## src/rtl/branch_resolve_ctrl.sv

```systemverilog
// Branch resolution sequencer.
// Takes one branch op from decode, waits for its register operand, evaluates
// the zero / positive / negative condition and then either redirects the PC
// and flushes the front end (taken) or simply releases the pipeline (not
// taken). Keeps saturating taken / not-taken statistics.
module branch_resolve_ctrl #(
    parameter int DATA_W       = 16,
    parameter int ADDR_W       = 16,
    parameter int FLUSH_CYCLES = 2
) (
    input  logic              clk,
    input  logic              rst_n,
    input  logic              br_valid,
    output logic              br_ready,
    input  logic [3:0]        br_func,
    input  logic [ADDR_W-1:0] br_target,
    input  logic              opnd_valid,
    input  logic [DATA_W-1:0] opnd_data,
    input  logic              br_cancel,
    output logic              stall,
    output logic              redirect_valid,
    output logic [ADDR_W-1:0] redirect_addr,
    output logic              flush,
    output logic              illegal_func,
    output logic [15:0]       taken_cnt,
    output logic [15:0]       ntaken_cnt
);

    // Controller states.
    localparam logic [1:0] IDLE      = 2'd0;
    localparam logic [1:0] WAIT_OPND = 2'd1;
    localparam logic [1:0] RESOLVE   = 2'd2;
    localparam logic [1:0] FLUSH     = 2'd3;

    // Condition codes understood by the controller.
    localparam logic [3:0] FUNC_EQZ = 4'b0000;
    localparam logic [3:0] FUNC_GTZ = 4'b0010;
    localparam logic [3:0] FUNC_LTZ = 4'b0001;

    // The flush counter holds the FLUSH-state cycles still to go; RESOLVE
    // already supplies the first flush cycle, so it is loaded with
    // FLUSH_CYCLES-1.
    localparam int FCNT_W = (FLUSH_CYCLES > 1) ? $clog2(FLUSH_CYCLES) : 1;
    localparam logic [FCNT_W-1:0] FLUSH_LOAD = FCNT_W'(FLUSH_CYCLES - 1);
    localparam logic [FCNT_W-1:0] FCNT_ONE   = FCNT_W'(1);

    localparam logic [15:0] CNT_MAX = 16'hFFFF;

    logic [1:0]        state;
    logic [1:0]        stateNext;
    logic [3:0]        funcQ;
    logic [ADDR_W-1:0] targetQ;
    logic              takenQ;
    logic              illegalQ;
    logic [FCNT_W-1:0] flushCnt;
    logic [15:0]       takenCnt;
    logic [15:0]       ntakenCnt;

    logic              condTaken;
    logic              condLegal;
    logic              resolveFire;

    // RESOLVE only takes effect when an older exception is not cancelling us.
    assign resolveFire = (state == RESOLVE) && !br_cancel;

    // Evaluate the captured condition against the operand arriving this cycle.
    always_comb begin
        // NOTE: every combinational output gets a default before the case so
        // no path leaves it unassigned, which would infer a latch.
        condTaken = 1'b0;
        condLegal = 1'b1;
        case (funcQ)
            FUNC_EQZ: condTaken = (opnd_data == '0);
            FUNC_GTZ: condTaken = !opnd_data[DATA_W-1] && (opnd_data != '0);
            FUNC_LTZ: condTaken = opnd_data[DATA_W-1];
            default:  condLegal = 1'b0;
        endcase
    end

    // Next-state selection; cancel beats an operand arriving in the same cycle.
    always_comb begin
        stateNext = state;
        case (state)
            IDLE: begin
                if (br_valid) begin
                    stateNext = WAIT_OPND;
                end
            end
            WAIT_OPND: begin
                if (br_cancel) begin
                    stateNext = IDLE;
                end else if (opnd_valid) begin
                    stateNext = RESOLVE;
                end
            end
            RESOLVE: begin
                if (br_cancel || !takenQ) begin
                    stateNext = IDLE;
                end else if (FLUSH_CYCLES > 1) begin
                    stateNext = FLUSH;
                end else begin
                    stateNext = IDLE;
                end
            end
            FLUSH: begin
                if (flushCnt <= FCNT_ONE) begin
                    stateNext = IDLE;
                end
            end
            default: stateNext = IDLE;
        endcase
    end

    // State register.
    always_ff @(posedge clk) begin
        // NOTE: sequential state uses non-blocking assignments so every
        // register samples the pre-edge values regardless of block order.
        if (!rst_n) begin
            state <= IDLE;
        end else begin
            state <= stateNext;
        end
    end

    // Capture the branch op at accept time.
    always_ff @(posedge clk) begin
        // NOTE: the captured op is reset as well so a cancelled or reset
        // branch can never leak a stale target or condition into RESOLVE.
        if (!rst_n) begin
            funcQ   <= '0;
            targetQ <= '0;
        end else if (state == IDLE && br_valid) begin
            funcQ   <= br_func;
            targetQ <= br_target;
        end
    end

    // Register the resolved outcome when the operand arrives.
    always_ff @(posedge clk) begin
        if (!rst_n) begin
            takenQ   <= 1'b0;
            illegalQ <= 1'b0;
        end else if (state == WAIT_OPND && opnd_valid && !br_cancel) begin
            takenQ   <= condTaken;
            illegalQ <= !condLegal;
        end
    end

    // Flush-hold counter: loaded on a taken resolve, counts down in FLUSH.
    always_ff @(posedge clk) begin
        if (!rst_n) begin
            flushCnt <= '0;
        end else if (resolveFire && takenQ) begin
            flushCnt <= FLUSH_LOAD;
        end else if (state == FLUSH && flushCnt != '0) begin
            flushCnt <= flushCnt - FCNT_ONE;
        end
    end

    // Saturating taken / not-taken statistics, bumped once per resolve.
    always_ff @(posedge clk) begin
        if (!rst_n) begin
            takenCnt  <= '0;
            ntakenCnt <= '0;
        end else if (resolveFire) begin
            if (takenQ) begin
                if (takenCnt != CNT_MAX) begin
                    takenCnt <= takenCnt + 16'd1;
                end
            end else begin
                if (ntakenCnt != CNT_MAX) begin
                    ntakenCnt <= ntakenCnt + 16'd1;
                end
            end
        end
    end

    // br_ready is also masked by rst_n so decode sees no acceptance while
    // reset is being held, even though the state is already IDLE.
    assign br_ready       = rst_n && (state == IDLE);
    assign stall          = (state != IDLE);
    assign redirect_valid = resolveFire && takenQ;
    assign redirect_addr  = redirect_valid ? targetQ : '0;
    assign flush          = redirect_valid || (state == FLUSH);
    assign illegal_func   = resolveFire && illegalQ;
    assign taken_cnt      = takenCnt;
    assign ntaken_cnt     = ntakenCnt;

endmodule
```

## config.mk

```make
export PLATFORM = sky130hd
export DESIGN_NAME = branch_resolve_ctrl
export DESIGN_NICKNAME = d
export VERILOG_FILES = /design/src/rtl/branch_resolve_ctrl.sv
export SDC_FILE = /design/constraint.sdc
export NUM_CORES = 1
export LEC_CHECK = 0
export BUFFER_PORTS_ARGS = -buffer_cell sky130_fd_sc_hd__buf_2
export CAP_MARGIN = 40
export CORE_UTILIZATION = 50
export CTS_CLUSTER_DIAMETER = 150
export DETAILED_ROUTE_END_ITERATION = 8
export GPL_TIMING_DRIVEN = 0
export PLACE_DENSITY = 0.77
export SLEW_MARGIN = 20
export SYNTH_ARGS = -nofsm -noshare
export SYNTH_HDL_FRONTEND = slang
export SYNTH_SLANG_ARGS = --single-unit
```

## constraint.sdc

```tcl
create_clock -name clk -period 4.1 [get_ports clk]
set_input_delay 0 -clock clk [delete_from_list [all_inputs] [get_ports clk]]
set_output_delay 0 -clock clk [all_outputs]
set_load 0.05 [all_outputs]
```

==> impl_metrics.csv <==
group,metric,value,unit
final_layout,fin_cells,531,
logic_synthesis,synth.distinct_cells,42,
timing,rsz0062_at_grt,"false",
min_path,min_to,"state[0]",
timing,tightest_slew,0.6230,ns
logic_synthesis,async_reset_ff_frac,0,
setup_path,end_kind,"register",
timing,finalHoldViolCount,0,
global_route,grt_pass1_wl,12410,um
timing,layout_min_cycle_time,2.020,ns
route,drc_errors,0,
cts,clk_latency,0.31,ns
logic_synthesis,post-synth-top-count-cell,"nand2_1",
route,vias,2970,
setup_path,cp.required,4.34,ns
setup_path,crit_buf_inv,0,
power,vdd_ir_drop_max,0.1785,mV
route,firstDrtPassIters,4,
logic_synthesis,synth_top_area_share,0.4101,
status,outcome,"completed",
logic_synthesis,ys_warn_count,0,
route,wl_per_cell,13.91,um
power,powerDensity,286.4,nW/um^2
min_path,hp-class,"in2reg",
setup_path,r2r-start,"state[1]",
global_route,grt_pass1_vias,2781,
timing,max-slew-margin-rel,0.5815,
timing,drv_slew,0,
timing,final.setup_skew,0.006030,ns
logic_synthesis,ys_seq_elements,56,
route,drtAntennaViolNets,0,
cts,cts_tree,"built",
final_layout,nNetsFinal,503,
final_layout,n_antenna_cell,0,
route,dr.max_layer_used,"met4",
cts,cts_root_buffer,"clkbuf_8",
setup_path,worst-setup-path-type,"reg2reg",
cts,max-clock-path-buffers,2,
job,max-cap-violations,0,
cts,clkSinkCount,56,
global_route,antenna_found_initial,0,
logic_synthesis,yosys.area.top_type,"dfxtp_1",
floorplanning,ios,94,
setup_path,crit_family,"simple AND/OR/NAND/NOR gates",
cts,htree_levels,2,
logic_synthesis,synth-seq-area-share,0.4101,
global_route,grtUsageTotal,0.2605,
setup_path,crit_slowest_cell,"nor4b_4",
route,wl_met1,3143,um
logic_synthesis,syn_inst,337,
logic_synthesis,syn_avg_cell_area,8.112,um^2
placement,place_congestion,0.7777,
setup_path,r2r-end,"ntaken_cnt[15]",
min_path,holdPathStages,4,
placement,port_buffers,93,
timing,max_freq,495.0,MHz
logic_synthesis,synth_edf_count,0,
logic_synthesis,netlist_area,2734,um^2
setup_path,r2r_slack,2.08,ns
placement,dp_worst_setup_slack,2.111,ns
timing,worst_slack,2.080,ns
setup_path,rr_worst_depth,4,
global_route,grt_max_degree,17,
setup_path,slowest_delay,0.52,ns
route,wl_met3,419,um
logic_synthesis,synth_ff_type,"dfxtp_1",
placement,dp_hpwl,5002,um
route,drt-vias-per-instance,5.593,
setup_path,cp_data_arrival_time,2.26,ns
route,postRouteWirelength,7388,um
floorplanning,core_area,5172,um^2
logic_synthesis,synth_area_leaders,"dfxtp_1 41%, nand2_1 7.8%, a21oi_1 7.3%, and2_1 4.1%, nand4_1 4.1%",
final_layout,drive_gt1_frac,0.2364,
setup_path,critical_path.max_fanout,9,
timing,setup_viol,0,
setup_path,crit_chain,"nor4b_4, nand4_2, or4_1, a21oi_1",
global_route,overflow,0,
cts,clkTransAtPathRegs,0.10,ns
cts,cts_made_buffers,5,
min_path,hold_start,"opnd_valid",
logic_synthesis,synth_fp_nets,380,
timing,fin_setup_tns,0,ns
placement,dp_cells,500,
final_layout,syn_to_final_growth,32.59,%
floorplanning,die_area,5768,um^2
floorplanning,row_count,26,
floorplanning,die_h,75.95,um
logic_synthesis,ys_top_cells_by_count,"57 x nand2_1, 56 x dfxtp_1, 40 x a21oi_1",
floorplanning,initial_core_util,0.5285,
timing,finalCritPeriodShare,0.4927,
route,wl_met2,3716,um
route,drt_first_iter_violations,122,
setup_path,critPathLaunchType,"register",
floorplanning,die_x,75.95,um
power,power.leakage,1.504,nW
==> worst min-delay path, delay by kind of cell <==
| family | cells | cell delay, ns |
|---|---|---|
| compound gates | 2 | 0.23 |
| buf+inv | 1 | 0.09 |
| simple gates | 1 | 0.07 |
==> how the worst max path moves through the flow <==
stage | startpoint | endpoint | slack [ns] | depth (start not counted)
finish | state[1] | ntaken_cnt[15] | 2.08 | 4
global route | ntaken_cnt[0] | ntaken_cnt[7] | 1.85 | 6
CTS | ntaken_cnt[0] | ntaken_cnt[6] | 2.07 | 6
detailed placement | ntaken_cnt[0] | ntaken_cnt[6] | 2.11 | 6
global placement | ntaken_cnt[0] | ntaken_cnt[2] | 2.14 | 6
floorplan | ntaken_cnt[1] | ntaken_cnt[5] | 2.06 | 6
==> stage by stage <==
stage / util / total power [mW] / instance area, um^2 / hold WS, ns
finish: 0.7008 / 1.038 / 3625 / 0.1049
global route: 0.7008 / 1.075 / 3625 / 0.1473
CTS: 0.7008 / 1.039 / 3625 / 0.1121
detailed placement: 0.6355 / 0.6690 / 3287 / 0.2460
global placement: 0.6355 / 0.6660 / 3287 / 0.2417
floorplan: - / 0.6314 / 2734 / 0.07847
==> sequential cells by signal (all words and copies together), names as in the netlist <==
| register | count |
|---|---|
| state | 2 |
| funcQ | 4 |
| taken_cnt | 16 |
| targetQ | 16 |
| ntaken_cnt | 16 |
| illegalQ | 1 |
| takenQ | 1 |
==> layer usage <==
layer / up-vias / track usage
met5: - / 0
met4: 0 / 0.09231
met3: 13 / 0.05904
met2: 90 / 0.4791
met1: 1380 / 0.2927
li1: 1487 / -
==> cell usage in the layout, fill, tap and decap left out, types with 4 or more instances in the layout <==
cell           instances
clkbuf_8               5
mux2i_1                6
nor3_1                 4
a21oi_1               40
nand4_1               18
or3_1                 13
or4_1                  6
nand3_1                9
clkbuf_1              16
and3_1                 5
inv_1                  6
nor2_1                 8
o31ai_1                7
dlygate4sd3_1         23
and2_1                18
nand2b_1               7
o21ai_0               14
nand2_1               57
dfxtp_1               56
buf_2                 95
o41ai_1                4
nor4_1                11
==> logic make-up after synthesis <==
family | Yosys count | share of synthesized area
muxes | 7 | 0.02609
AOI/OAI and AO/OA | 79 | 0.1725
DFF | 56 | 0.4101
xor gates and xnor gates | 1 | 0.003204
and+or+nand+nor | 168 | 0.3423
adders and majority gates | 2 | 0.009152
buffers and inverters | 24 | 0.03661
==> power breakdown <==
part / switching, mW / internal (mW) / total, mW
clock network: 0.181 / 0.182 / 0.363
registers: 0.00846 / 0.558 / 0.567
logic: 0.0600 / 0.0485 / 0.108
==> timing repair <==
action	CTS	global route
buffers inserted	0	0
hold endpoints to repair	22	0
hold buffers	23	0
gates resized for setup	0	0
==> area by class of cell <==
cell class / instances / area [um^2]
buffer: 18 / 77.57
clock buffer: 6 / 72.57
clock inverter: 2 / 35.03
fill: 429 / 1548
inverter: 6 / 22.52
multi-input combinational: 257 / 1513
sequential: 56 / 1121
tap: 70 / 87.58
timing repair buffer: 116 / 695.7
Power figures use the tool's default switching activity.
